[config.mk]
export PLATFORM = sky130hd
export DESIGN_NAME = detector_jogada_flat
export DESIGN_NICKNAME = d
export VERILOG_FILES = /design/src/rtl/jogo_pkg.sv /design/src/rtl/detector_jogada_if.sv /design/src/rtl/detector_jogada_sincronizador.sv /design/src/rtl/detector_jogada.sv /design/src/flat_wrapper.sv
export SDC_FILE = /design/constraint.sdc
export NUM_CORES = 1
export LEC_CHECK = 0
export ABC_AREA = 0
export CAP_MARGIN = 20
export CORE_MARGIN = 5
export CORE_UTILIZATION = 35
export DETAILED_ROUTE_END_ITERATION = 8
export PLACE_DENSITY = 0.53
export SKIP_CTS_REPAIR_TIMING = 1
export SYNTH_ARGS = -nofsm -noshare
export SYNTH_HDL_FRONTEND = slang
export SYNTH_SLANG_ARGS = --single-unit
export TNS_END_PERCENT = 5
[constraint.sdc]
create_clock -name clock -period 3.3 [get_ports clock]
set_clock_uncertainty 0.2 [all_clocks]
set_input_delay 0.99 -clock clock [delete_from_list [all_inputs] [get_ports clock]]
set_output_delay 0.99 -clock clock [all_outputs]
set_load 0.01 [all_outputs]
[src/rtl/jogo_pkg.sv]
// Shared definitions for the player-input front end: FSM state encoding and parameter defaults.
package jogo_pkg;

    typedef enum logic [1:0] {
        OCIOSO      = 2'd0,
        FILTRA      = 2'd1,
        PRESSIONADO = 2'd2,
        SOLTA       = 2'd3
    } estado_t;

    localparam int N_BOTOES_DEF        = 4;
    localparam int SYNC_STAGES_DEF     = 2;
    localparam int DEBOUNCE_CYCLES_DEF = 50_000;
    localparam int TIMEOUT_CYCLES_DEF  = 250_000_000;

endpackage

[src/rtl/detector_jogada_if.sv]
// Button/status bundle between the controller side (master) and the play detector (slave).
interface detector_jogada_if #(
    parameter int N_BOTOES = jogo_pkg::N_BOTOES_DEF
);
    logic [N_BOTOES-1:0] botoes;
    logic                habilita;
    logic                jogada;
    logic [N_BOTOES-1:0] jogada_codigo;
    logic                timeout;
    logic [1:0]          db_estado;

    modport master (
        output botoes, habilita,
        input  jogada, jogada_codigo, timeout, db_estado
    );

    modport slave (
        input  botoes, habilita,
        output jogada, jogada_codigo, timeout, db_estado
    );
endinterface

[src/rtl/detector_jogada_sincronizador.sv]
// Per-bit flip-flop chain bringing asynchronous inputs into the clock domain.
// Latency STAGES cycles; no backpressure (free-running).
// Reset clears every stage to 0.
module sincronizador #(
    parameter int WIDTH  = 4,
    parameter int STAGES = 2
) (
    input  logic             clock,
    input  logic             reset,
    input  logic [WIDTH-1:0] i_dado,
    output logic [WIDTH-1:0] o_dado
);

    logic [WIDTH-1:0] r_cadeia [STAGES];

    always_ff @(posedge clock or negedge reset) begin
        if (!reset) begin
            for (int i = 0; i < STAGES; i++) begin
                r_cadeia[i] <= '0;
            end
        end else begin
            r_cadeia[0] <= i_dado;
            for (int i = 1; i < STAGES; i++) begin
                r_cadeia[i] <= r_cadeia[i-1];
            end
        end
    end

    assign o_dado = r_cadeia[STAGES-1];

endmodule

[src/rtl/detector_jogada.sv]
// Debounces the buttons, emits a one-cycle jogada pulse with the one-hot code, and runs the play timeout.
// Latency SYNC_STAGES+DEBOUNCE_CYCLES from press to pulse (from release when JOGADA_NA_SOLTURA_EN is defined).
// No backpressure: the pulse is fire-and-forget; a play is counted only while habilita is high.
module detector_jogada
    import jogo_pkg::*;
#(
    parameter int N_BOTOES        = N_BOTOES_DEF,
    parameter int SYNC_STAGES     = SYNC_STAGES_DEF,
    parameter int DEBOUNCE_CYCLES = DEBOUNCE_CYCLES_DEF,
    parameter int TIMEOUT_CYCLES  = TIMEOUT_CYCLES_DEF
) (
    input logic               clock,
    input logic               reset,
    detector_jogada_if.slave  bus
);

    localparam int DB_W = $clog2(DEBOUNCE_CYCLES);
    localparam int TM_W = $clog2(TIMEOUT_CYCLES);
    localparam logic [DB_W-1:0] DB_MAX = DB_W'(DEBOUNCE_CYCLES - 1);
    localparam logic [TM_W-1:0] TM_MAX = TM_W'(TIMEOUT_CYCLES - 1);

    logic [N_BOTOES-1:0] w_padrao;
    estado_t             r_estado, w_estado_prox;
    logic [DB_W-1:0]     r_cnt, w_cnt_prox;
    logic [N_BOTOES-1:0] r_cand, w_cand_prox;
    logic                w_aceita, w_solta_fim, w_pulso;
    logic                r_jogada;
    logic [N_BOTOES-1:0] r_codigo;
    logic [TM_W-1:0]     r_timer;
    logic                r_timeout;

    sincronizador #(
        .WIDTH  (N_BOTOES),
        .STAGES (SYNC_STAGES)
    ) u_sinc (
        .clock  (clock),
        .reset  (reset),
        .i_dado (bus.botoes),
        .o_dado (w_padrao)
    );

    always_ff @(posedge clock or negedge reset) begin
        if (!reset) begin
            r_estado <= OCIOSO;
            r_cnt    <= '0;
            r_cand   <= '0;
        end else begin
            r_estado <= w_estado_prox;
            r_cnt    <= w_cnt_prox;
            r_cand   <= w_cand_prox;
        end
    end

    // One counter serves both the press filter and the release filter.
    always_comb begin
        w_estado_prox = r_estado;
        w_cnt_prox    = r_cnt;
        w_cand_prox   = r_cand;
        w_aceita      = 1'b0;
        w_solta_fim   = 1'b0;
        case (r_estado)
            OCIOSO: begin
                if (w_padrao != '0) begin
                    w_estado_prox = FILTRA;
                    w_cnt_prox    = '0;
                    w_cand_prox   = w_padrao;
                end
            end
            FILTRA: begin
                if (w_padrao == '0) begin
                    w_estado_prox = OCIOSO;
                    w_cnt_prox    = '0;
                end else if (w_padrao != r_cand) begin
                    w_cand_prox = w_padrao;
                    w_cnt_prox  = '0;
                end else if (r_cnt == DB_MAX) begin
                    w_estado_prox = PRESSIONADO;
                    w_cnt_prox    = '0;
                    w_aceita      = 1'b1;
                end else begin
                    w_cnt_prox = r_cnt + 1'b1;
                end
            end
            PRESSIONADO: begin
                if (w_padrao == '0) begin
                    w_estado_prox = SOLTA;
                    w_cnt_prox    = '0;
                end
            end
            SOLTA: begin
                if (w_padrao != '0) begin
                    w_estado_prox = PRESSIONADO;
                    w_cnt_prox    = '0;
                end else if (r_cnt == DB_MAX) begin
                    w_estado_prox = OCIOSO;
                    w_cnt_prox    = '0;
                    w_solta_fim   = 1'b1;
                end else begin
                    w_cnt_prox = r_cnt + 1'b1;
                end
            end
            default: begin
                w_estado_prox = OCIOSO;
                w_cnt_prox    = '0;
            end
        endcase
    end

    // r_cand is frozen after the press is accepted, so the release edge reuses it as the play code.
`ifdef JOGADA_NA_SOLTURA_EN
    assign w_pulso = w_solta_fim && bus.habilita && $onehot(r_cand) && !r_timeout;
`else
    assign w_pulso = w_aceita && bus.habilita && $onehot(r_cand) && !r_timeout;
`endif

    always_ff @(posedge clock or negedge reset) begin
        if (!reset) begin
            r_jogada <= 1'b0;
            r_codigo <= '0;
        end else begin
            r_jogada <= w_pulso;
            if (w_pulso) begin
                r_codigo <= r_cand;
            end
        end
    end

    // A play restarts the timer, which also resolves a pulse landing on the timeout threshold.
    always_ff @(posedge clock or negedge reset) begin
        if (!reset) begin
            r_timer   <= '0;
            r_timeout <= 1'b0;
        end else if (!bus.habilita || w_pulso) begin
            r_timer   <= '0;
            r_timeout <= 1'b0;
        end else begin
            if (r_timer != TM_MAX) begin
                r_timer <= r_timer + 1'b1;
            end else begin
                r_timeout <= 1'b1;
            end
        end
    end

    assign bus.jogada        = r_jogada;
    assign bus.jogada_codigo = r_codigo;
    assign bus.timeout       = r_timeout;
    assign bus.db_estado     = r_estado;

endmodule

[src/flat_wrapper.sv]
// flat-port wrapper written by rule: the top's interface ports become plain ports
module detector_jogada_flat import jogo_pkg::*;
#(
    parameter int N_BOTOES        = N_BOTOES_DEF,
    parameter int SYNC_STAGES     = SYNC_STAGES_DEF,
    parameter int DEBOUNCE_CYCLES = DEBOUNCE_CYCLES_DEF,
    parameter int TIMEOUT_CYCLES  = TIMEOUT_CYCLES_DEF
)
  (clock, reset, bus_botoes, bus_habilita, bus_jogada, bus_jogada_codigo, bus_timeout, bus_db_estado);
  detector_jogada_if #(.N_BOTOES(N_BOTOES)) bus_i ();
  input logic clock;
  input logic reset;
  input wire logic [$bits(bus_i.botoes)-1:0] bus_botoes;
  input wire logic [$bits(bus_i.habilita)-1:0] bus_habilita;
  output wire logic [$bits(bus_i.jogada)-1:0] bus_jogada;
  output wire logic [$bits(bus_i.jogada_codigo)-1:0] bus_jogada_codigo;
  output wire logic [$bits(bus_i.timeout)-1:0] bus_timeout;
  output wire logic [$bits(bus_i.db_estado)-1:0] bus_db_estado;
  assign bus_i.botoes = bus_botoes;
  assign bus_i.habilita = bus_habilita;
  assign bus_jogada = bus_i.jogada;
  assign bus_jogada_codigo = bus_i.jogada_codigo;
  assign bus_timeout = bus_i.timeout;
  assign bus_db_estado = bus_i.db_estado;
  detector_jogada #(.N_BOTOES(N_BOTOES), .SYNC_STAGES(SYNC_STAGES), .DEBOUNCE_CYCLES(DEBOUNCE_CYCLES), .TIMEOUT_CYCLES(TIMEOUT_CYCLES)) u_core (.clock(clock), .reset(reset), .bus(bus_i));
endmodule
==> results.sh, run 1 <==
export IMPL_status="complete, no violations"
export IMPL_grt_pass1_vias=2288
export IMPL_synth_top_cell_by_area="dfrtp_1"
export IMPL_grt_max_degree=65
export IMPL_netlist_area_sq_um=3280
export IMPL_design_area_sq_um=3690
export IMPL_hold_class="register to register"
export IMPL_vdd_drop_max_mv=0.223
export IMPL_routed_wl_mm=6.23
export IMPL_hold_slack_ns=0.155
export IMPL_first_pass_iters=4
export IMPL_required_ns=3.31
export IMPL_tns_ns=0
export IMPL_layout_nets=344
export IMPL_groute_usage_overall_pct=12.1
export IMPL_setup_violations=0
export IMPL_vias_per_cell=5.02
export IMPL_whs_path_depth=0
export IMPL_fill_cells=900
export IMPL_seq_area_frac_synth_pct=48.8
export IMPL_use_met2_pct=18.7
export IMPL_r2r_slack_ns=0.42
export IMPL_synth_edf_count=0
export IMPL_clock_fmax_mhz=347
export IMPL_cts_tree="done"
export IMPL_antenna_found_initial=0
export IMPL_syn_nets=325
export IMPL_p_leak_nw=1.54
export IMPL_startpoint="u_core.r_cand[2]$_DFFE_PN0P_"
export IMPL_critPathKind="register to register"
export IMPL_clock_path_buffers=2
export IMPL_std_cell_rows=35
export IMPL_diodes=0
export IMPL_vias=2242
export IMPL_start_kind="register"
export IMPL_die_h_um=107
export IMPL_clkLatencyLatePin_ns=0.33
export IMPL_htreeDepth=3
export IMPL_port_buffers=14
export IMPL_synthTopCellsByArea="dfrtp_1 49%, xnor2_1 5.1%, nor2_1 4.7%, nand3_1 3.1%, mux2_2 2.7%"
export IMPL_wl_per_cell_um=13.9
export IMPL_dieArea_sq_um=11400
export IMPL_grt_busiest_layer="met2"
export IMPL_grtUsageMet1_pct=16.5
export IMPL_hold_viol=0
export IMPL_cap_violations=0
export IMPL_drive_gt1_share_pct=14.0
export IMPL_syn_avg_cell_area_sq_um=10.5
export IMPL_hpwl_mm=4.09
export IMPL_drc_errors=0
export IMPL_worstReg2RegStart="u_core.r_cand[2]$_DFFE_PN0P_"
export IMPL_clock_sinks=64
export IMPL_ios=15
export IMPL_seq_area_sq_um=1600
export IMPL_root_buffer="clkbuf_8"
export IMPL_postSynth_asyncResetShare_pct=100
export IMPL_fin_crit_ns=2.88
export IMPL_fp_dieW_um=107
export IMPL_final_util_pct=40.1
export IMPL_max_slew_margin_pct=46.5
export IMPL_drtIter0Drc=90
export IMPL_crit_fanout=29
export IMPL_synth_top_area_share_pct=48.8
export IMPL_path_clk_slew_ns=0.07
export IMPL_synth_ff_type="dfrtp_1"
export IMPL_tightest_slew_ns=0.803
export IMPL_rsz0062_at_grt="false"
export IMPL_area_growth_pct=12.4
export IMPL_hold_end="u_core.u_sinc.o_dado[2]$_DFF_PN0_"
export IMPL_initial_core_util_pct=35.7
export IMPL_ys_types=52
export IMPL_r2r_cells=9
export IMPL_cp_arrival_ns=2.90
export IMPL_ant_nets=0
export IMPL_place_area_sq_um=3510
export IMPL_postSynthCellCount=312
export IMPL_r2r_end="u_core.r_timer[19]$_DFFE_PN0P_"
export IMPL_yosysMostFrequentCell="dfrtp_1"
export IMPL_synth_seq_cells=64
export IMPL_post_route_period_util_pct=87.4
export IMPL_slew_viol_final=0
export IMPL_place_gp_congestion=0.768
export IMPL_core_area_sq_um=9200
export IMPL_p_total_w=0.00150
export IMPL_multi_input_area_sq_um=1560
export IMPL_cp_end_kind="register"
export IMPL_grt_overflow_total=0
export IMPL_min_from="u_core.u_sinc.r_cadeia[6]$_DFF_PN0_"
export IMPL_grt_pass1_wl_mm=11.2
export IMPL_synthTopCellsByCount="64 x dfrtp_1, 41 x nor2_1, 23 x nand2_1, 20 x nand3_1, 19 x xnor2_1"
export IMPL_p_per_area_nw_per_um2=407
export IMPL_grt_util_met3_pct=3.25
export IMPL_cts_made_buffers=9
export IMPL_yosys_warnings=0
## registers in the layout, summed over array words and instances, names as in the netlist, named ones only
name	flops
u_core.bus.jogada_codigo	4
u_core.bus.jogada	1
u_core.bus.db_estado	1
u_core.u_sinc.r_cadeia	4
u_core.r_timer	28
u_core.u_sinc.o_dado	4
u_core.bus.timeout	1
u_core.r_cand	4
u_core.r_cnt	16
## final cells by class
cell class	instances	share of cell area, %
clock inverters	5	0.848
clock buffers	11	4.10
multi-input cells	228	42.2
repair buffers	16	4.41
flip-flops and latches	64	43.4
inverters	12	1.22
well taps	111	3.77
## worst max-delay path by stage
stage	endpoint	slack [ns]	depth (start not counted)
3_5_place_dp	u_core.r_timer[21]$_DFFE_PN0P_	0.41	9
6_report	u_core.r_timer[19]$_DFFE_PN0P_	0.42	9
3_3_place_gp	u_core.r_timer[5]$_DFFE_PN0P_	0.42	9
4_1_cts	u_core.r_timer[19]$_DFFE_PN0P_	0.38	9
5_1_grt	u_core.r_timer[21]$_DFFE_PN0P_	0.19	9
2_1_floorplan	u_core.r_timer[17]$_DFFE_PN0P_	0.51	10
## cell usage in the layout, fill, tap and decap left out, types with 4 or more instances in the layout
master           count
and4_1               6
and3_1               8
dfrtp_1             64
clkbuf_8            11
nand2_1             23
nand4_1              8
mux2_2               8
inv_1               12
nor4_1               4
o21ai_0              5
a31oi_1              6
nor2_1              41
xnor2_1             19
xor2_1               9
ha_1                 5
a21oi_1              6
nor3_1              10
or3_1                6
nand3_1             20
clkdlybuf4s50_1     13
## per-stage QoR
step	worst slack (ns)	std cells
global placement	0.421	431
finish	0.415	447
floorplan	0.506	312
CTS	0.383	447
detailed placement	0.408	431
global route	0.192	447
## report_power, final
group	internal [W]	leakage (nW)	switching [W]	total, W
clock	0.000311	0.0951	0.000302	0.000613
sequential	0.000796	0.859	0.0000134	0.000810
combinational	0.0000301	0.581	0.0000494	0.0000795
total	0.00114	1.54	0.000365	0.00150
## worst max-delay path: stages (launching register included)
cell	delay [ns]
dfrtp_1	0.43
ha_1	0.31
ha_1	0.21
fa_1	0.41
or3_1	0.38
nor4_2	0.23
nand4_4	0.20
nand2_2	0.15
buf_12	0.18
nor2_1	0.07
## routing by layer
| layer | share of wire [%] | vias to the layer above | wire length, um |
|---|---|---|---|
| li1 | - | 1149 | - |
| met1 | 52 | 1072 | 3220 |
| met2 | 46 | 19 | 2840 |
| met3 | 2.2 | 2 | 136 |
| met4 | 0.45 | 0 | 28 |
| met5 | 0 | - | 0 |
## cells by family (layout without fill, tap and decap cells)
logic type / count (synthesis) / in the layout / share of synthesized area (%)
simple gates: 152 / 152 / 27.5
flops: 64 / 64 / 48.8
buf+inv: 20 / 44 / 3.70
compound gates: 32 / 32 / 6.67
mux: 10 / 10 / 3.36
fa+ha+maj: 6 / 6 / 2.52
xor+xnor: 28 / 28 / 7.48
No activity file was read; power rests on OpenSTA's default activity.
==> inputs of run 2 (changes only) <==
--- a/config.mk
+++ b/config.mk
@@ -7,7 +7,6 @@
 export LEC_CHECK = 0
 export ABC_AREA = 0
 export CAP_MARGIN = 20
-export CORE_MARGIN = 5
 export CORE_UTILIZATION = 35
 export DETAILED_ROUTE_END_ITERATION = 8
 export PLACE_DENSITY = 0.53
==> constraint.sdc (replaced) <==
create_clock -name clock -period 3.3 [get_ports clock]
set_clock_uncertainty 0.2 [all_clocks]
set_input_delay 0.99 -clock clock [delete_from_list [all_inputs] [get_ports clock]]
set_output_delay 0.99 -clock clock [all_outputs]
set_load 0.05 [all_outputs]
==> results.sh, run 2 (synthesized netlist as in run 1, its figures left out) <==
export IMPL_setup_violations=0
export IMPL_htreeDepth=3
export IMPL_max_slew_margin_pct=59.6
export IMPL_hpwl_mm=4.24
export IMPL_vdd_drop_max_mv=0.272
export IMPL_fin_crit_ns=2.96
export IMPL_drtIter0Drc=102
export IMPL_cp_buffers_inverters=1
export IMPL_ios=15
export IMPL_hold_class="register to register"
export IMPL_core_area_sq_um=8890
export IMPL_mostFrequentLayoutCells="64 x dfrtp_1, 41 x nor2_1, 23 x nand2_1"
export IMPL_first_pass_iters=6
export IMPL_routed_wl_mm=6.42
export IMPL_tightest_slew_ns=0.606
export IMPL_reg_largest_list="u_core.r_timer: 28 flops, u_core.r_cnt: 16 flops"
export IMPL_fp_dieW_um=98.8
export IMPL_required_ns=2.11
export IMPL_slowest_stage="clkdlybuf4s50_1"
export IMPL_vias_per_cell=5.23
export IMPL_path_clk_slew_ns=0.07
export IMPL_design_area_sq_um=3750
export IMPL_clock_path_buffers=2
export IMPL_p_leak_nw=1.56
export IMPL_dieArea_sq_um=9760
export IMPL_p_per_area_nw_per_um2=454
export IMPL_cp_end_kind="primary output"
export IMPL_antenna_found_initial=0
export IMPL_final_common_cell="dfrtp_1"
export IMPL_cp_cell_sequence="clkdlybuf4s50_1"
export IMPL_grt_pass1_vias=2380
export IMPL_diodes=0
export IMPL_cap_violations=0
export IMPL_groute_usage_overall_pct=15.0
export IMPL_status="complete, no violations"
export IMPL_slew_viol_final=0
export IMPL_cts_made_buffers=9
export IMPL_critPathKind="register to primary output"
export IMPL_vias=2322
export IMPL_grt_max_degree=41
export IMPL_cts_tree="done"
export IMPL_clock_fmax_mhz=338
export IMPL_die_h_um=98.8
export IMPL_drc_errors=0
export IMPL_start_kind="register"
export IMPL_cp_arrival_ns=1.77
export IMPL_port_buffers=14
export IMPL_max_flop_register="u_core.r_timer"
export IMPL_ant_nets=0
export IMPL_tns_ns=0
export IMPL_grt_pass1_wl_mm=11.6
export IMPL_largest_register_ffs=28
export IMPL_critPathTopFamily="buffers and inverters"
export IMPL_rsz0062_at_grt="false"
export IMPL_clkLatencyLatePin_ns=0.34
export IMPL_clock_sinks=64
export IMPL_layout_nets=344
export IMPL_drive_gt1_share_pct=13.4
export IMPL_post_route_period_util_pct=89.7
export IMPL_hold_viol=0
export IMPL_std_cell_rows=34
export IMPL_crit_path_max_incr_delay_ns=0.87
export IMPL_place_area_sq_um=3510
export IMPL_wl_per_cell_um=14.5
export IMPL_area_growth_pct=14.3
export IMPL_crit_fanout=8
export IMPL_grt_overflow_total=0
export IMPL_initial_core_util_pct=36.9
export IMPL_root_buffer="clkbuf_8"
export IMPL_place_gp_congestion=0.718
-- run 2: changes by cell type in the layout (fill, tap and decap cells not counted), moves of 2 or more --
cell / before / now
clkbuf_1: 0 / 2
clkbuf_8: 11 / 9
clkinv_2: 3 / 1
bufinv_16: 0 / 3
-- run 2: final timing paths --
path | to | slack, ns | from | cells after the start
max | bus_db_estado[0] | 0.34 | u_core.bus.db_estado[0]$_DFFE_PN0P_ | 1
min | u_core.u_sinc.o_dado[3]$_DFF_PN0_ | 0.15 | u_core.u_sinc.r_cadeia[7]$_DFF_PN0_ | 0
max reg2reg | u_core.r_timer[12]$_DFFE_PN0P_ | 0.36 | u_core.r_cand[2]$_DFFE_PN0P_ | 9
min reg2reg | u_core.u_sinc.o_dado[3]$_DFF_PN0_ | 0.15 | u_core.u_sinc.r_cadeia[7]$_DFF_PN0_ | 0
max in group asynchronous | u_core.r_timer[20]$_DFFE_PN0P_ | 1.83 | reset | 2
min in group asynchronous | u_core.r_cnt[13]$_DFFE_PN0P_ | 0.44 | reset | 1
-- run 2: stage by stage --
| step | util, % | hold WS, ns | worst slack, ns | instances | power [W] |
|---|---|---|---|---|---|
| 2_1_floorplan | - | 0.131 | 0.482 | 312 | 0.000872 |
| 3_3_place_gp | 39.5 | 0.134 | 0.409 | 428 | 0.000910 |
| 3_5_place_dp | 39.5 | 0.137 | 0.359 | 428 | 0.000912 |
| 4_1_cts | 42.2 | 0.153 | 0.311 | 444 | 0.00174 |
| 5_1_grt | 42.2 | 0.160 | 0.209 | 444 | 0.00178 |
| 6_report | 42.2 | 0.149 | 0.339 | 444 | 0.00170 |
-- run 2: where the power goes --
part / leakage [nW] / internal (W) / switching [W] / total [W]
Clock: 0.118 / 0.000504 / 0.000305 / 0.000809
Combinational: 0.586 / 0.0000324 / 0.0000521 / 0.0000845
Sequential: 0.859 / 0.000796 / 0.0000135 / 0.000810
Total: 1.56 / 0.00133 / 0.000371 / 0.00170
-- run 2: area by class of cell --
class	instances	area [sq um]
tap	108	135
fill	882	5140
clock buffer	11	131
inverter	12	45.0
clock inverter	5	104
multi-input combinational	228	1560
sequential	64	1600
timing repair buffer	16	175
-- run 2: layer usage --
layer  vias up  part of all wire (%)  track usage [%]
li1       1151                     -                -
met1      1135                    49             20.2
met2        28                    47             23.2
met3         8                   2.9             4.47
met4         0                   1.4             4.82
met5         -                     0                0
==> inputs of run 3 (changes only) <==
--- a/config.mk
+++ b/config.mk
@@ -11,6 +11,7 @@
 export DETAILED_ROUTE_END_ITERATION = 8
 export PLACE_DENSITY = 0.53
 export SKIP_CTS_REPAIR_TIMING = 1
+export SLEW_MARGIN = 0
 export SYNTH_ARGS = -nofsm -noshare
 export SYNTH_HDL_FRONTEND = slang
 export SYNTH_SLANG_ARGS = --single-unit
==> results of run 3 <==
Same layout as run 2: the final DEF is identical, and so are final timing and power.
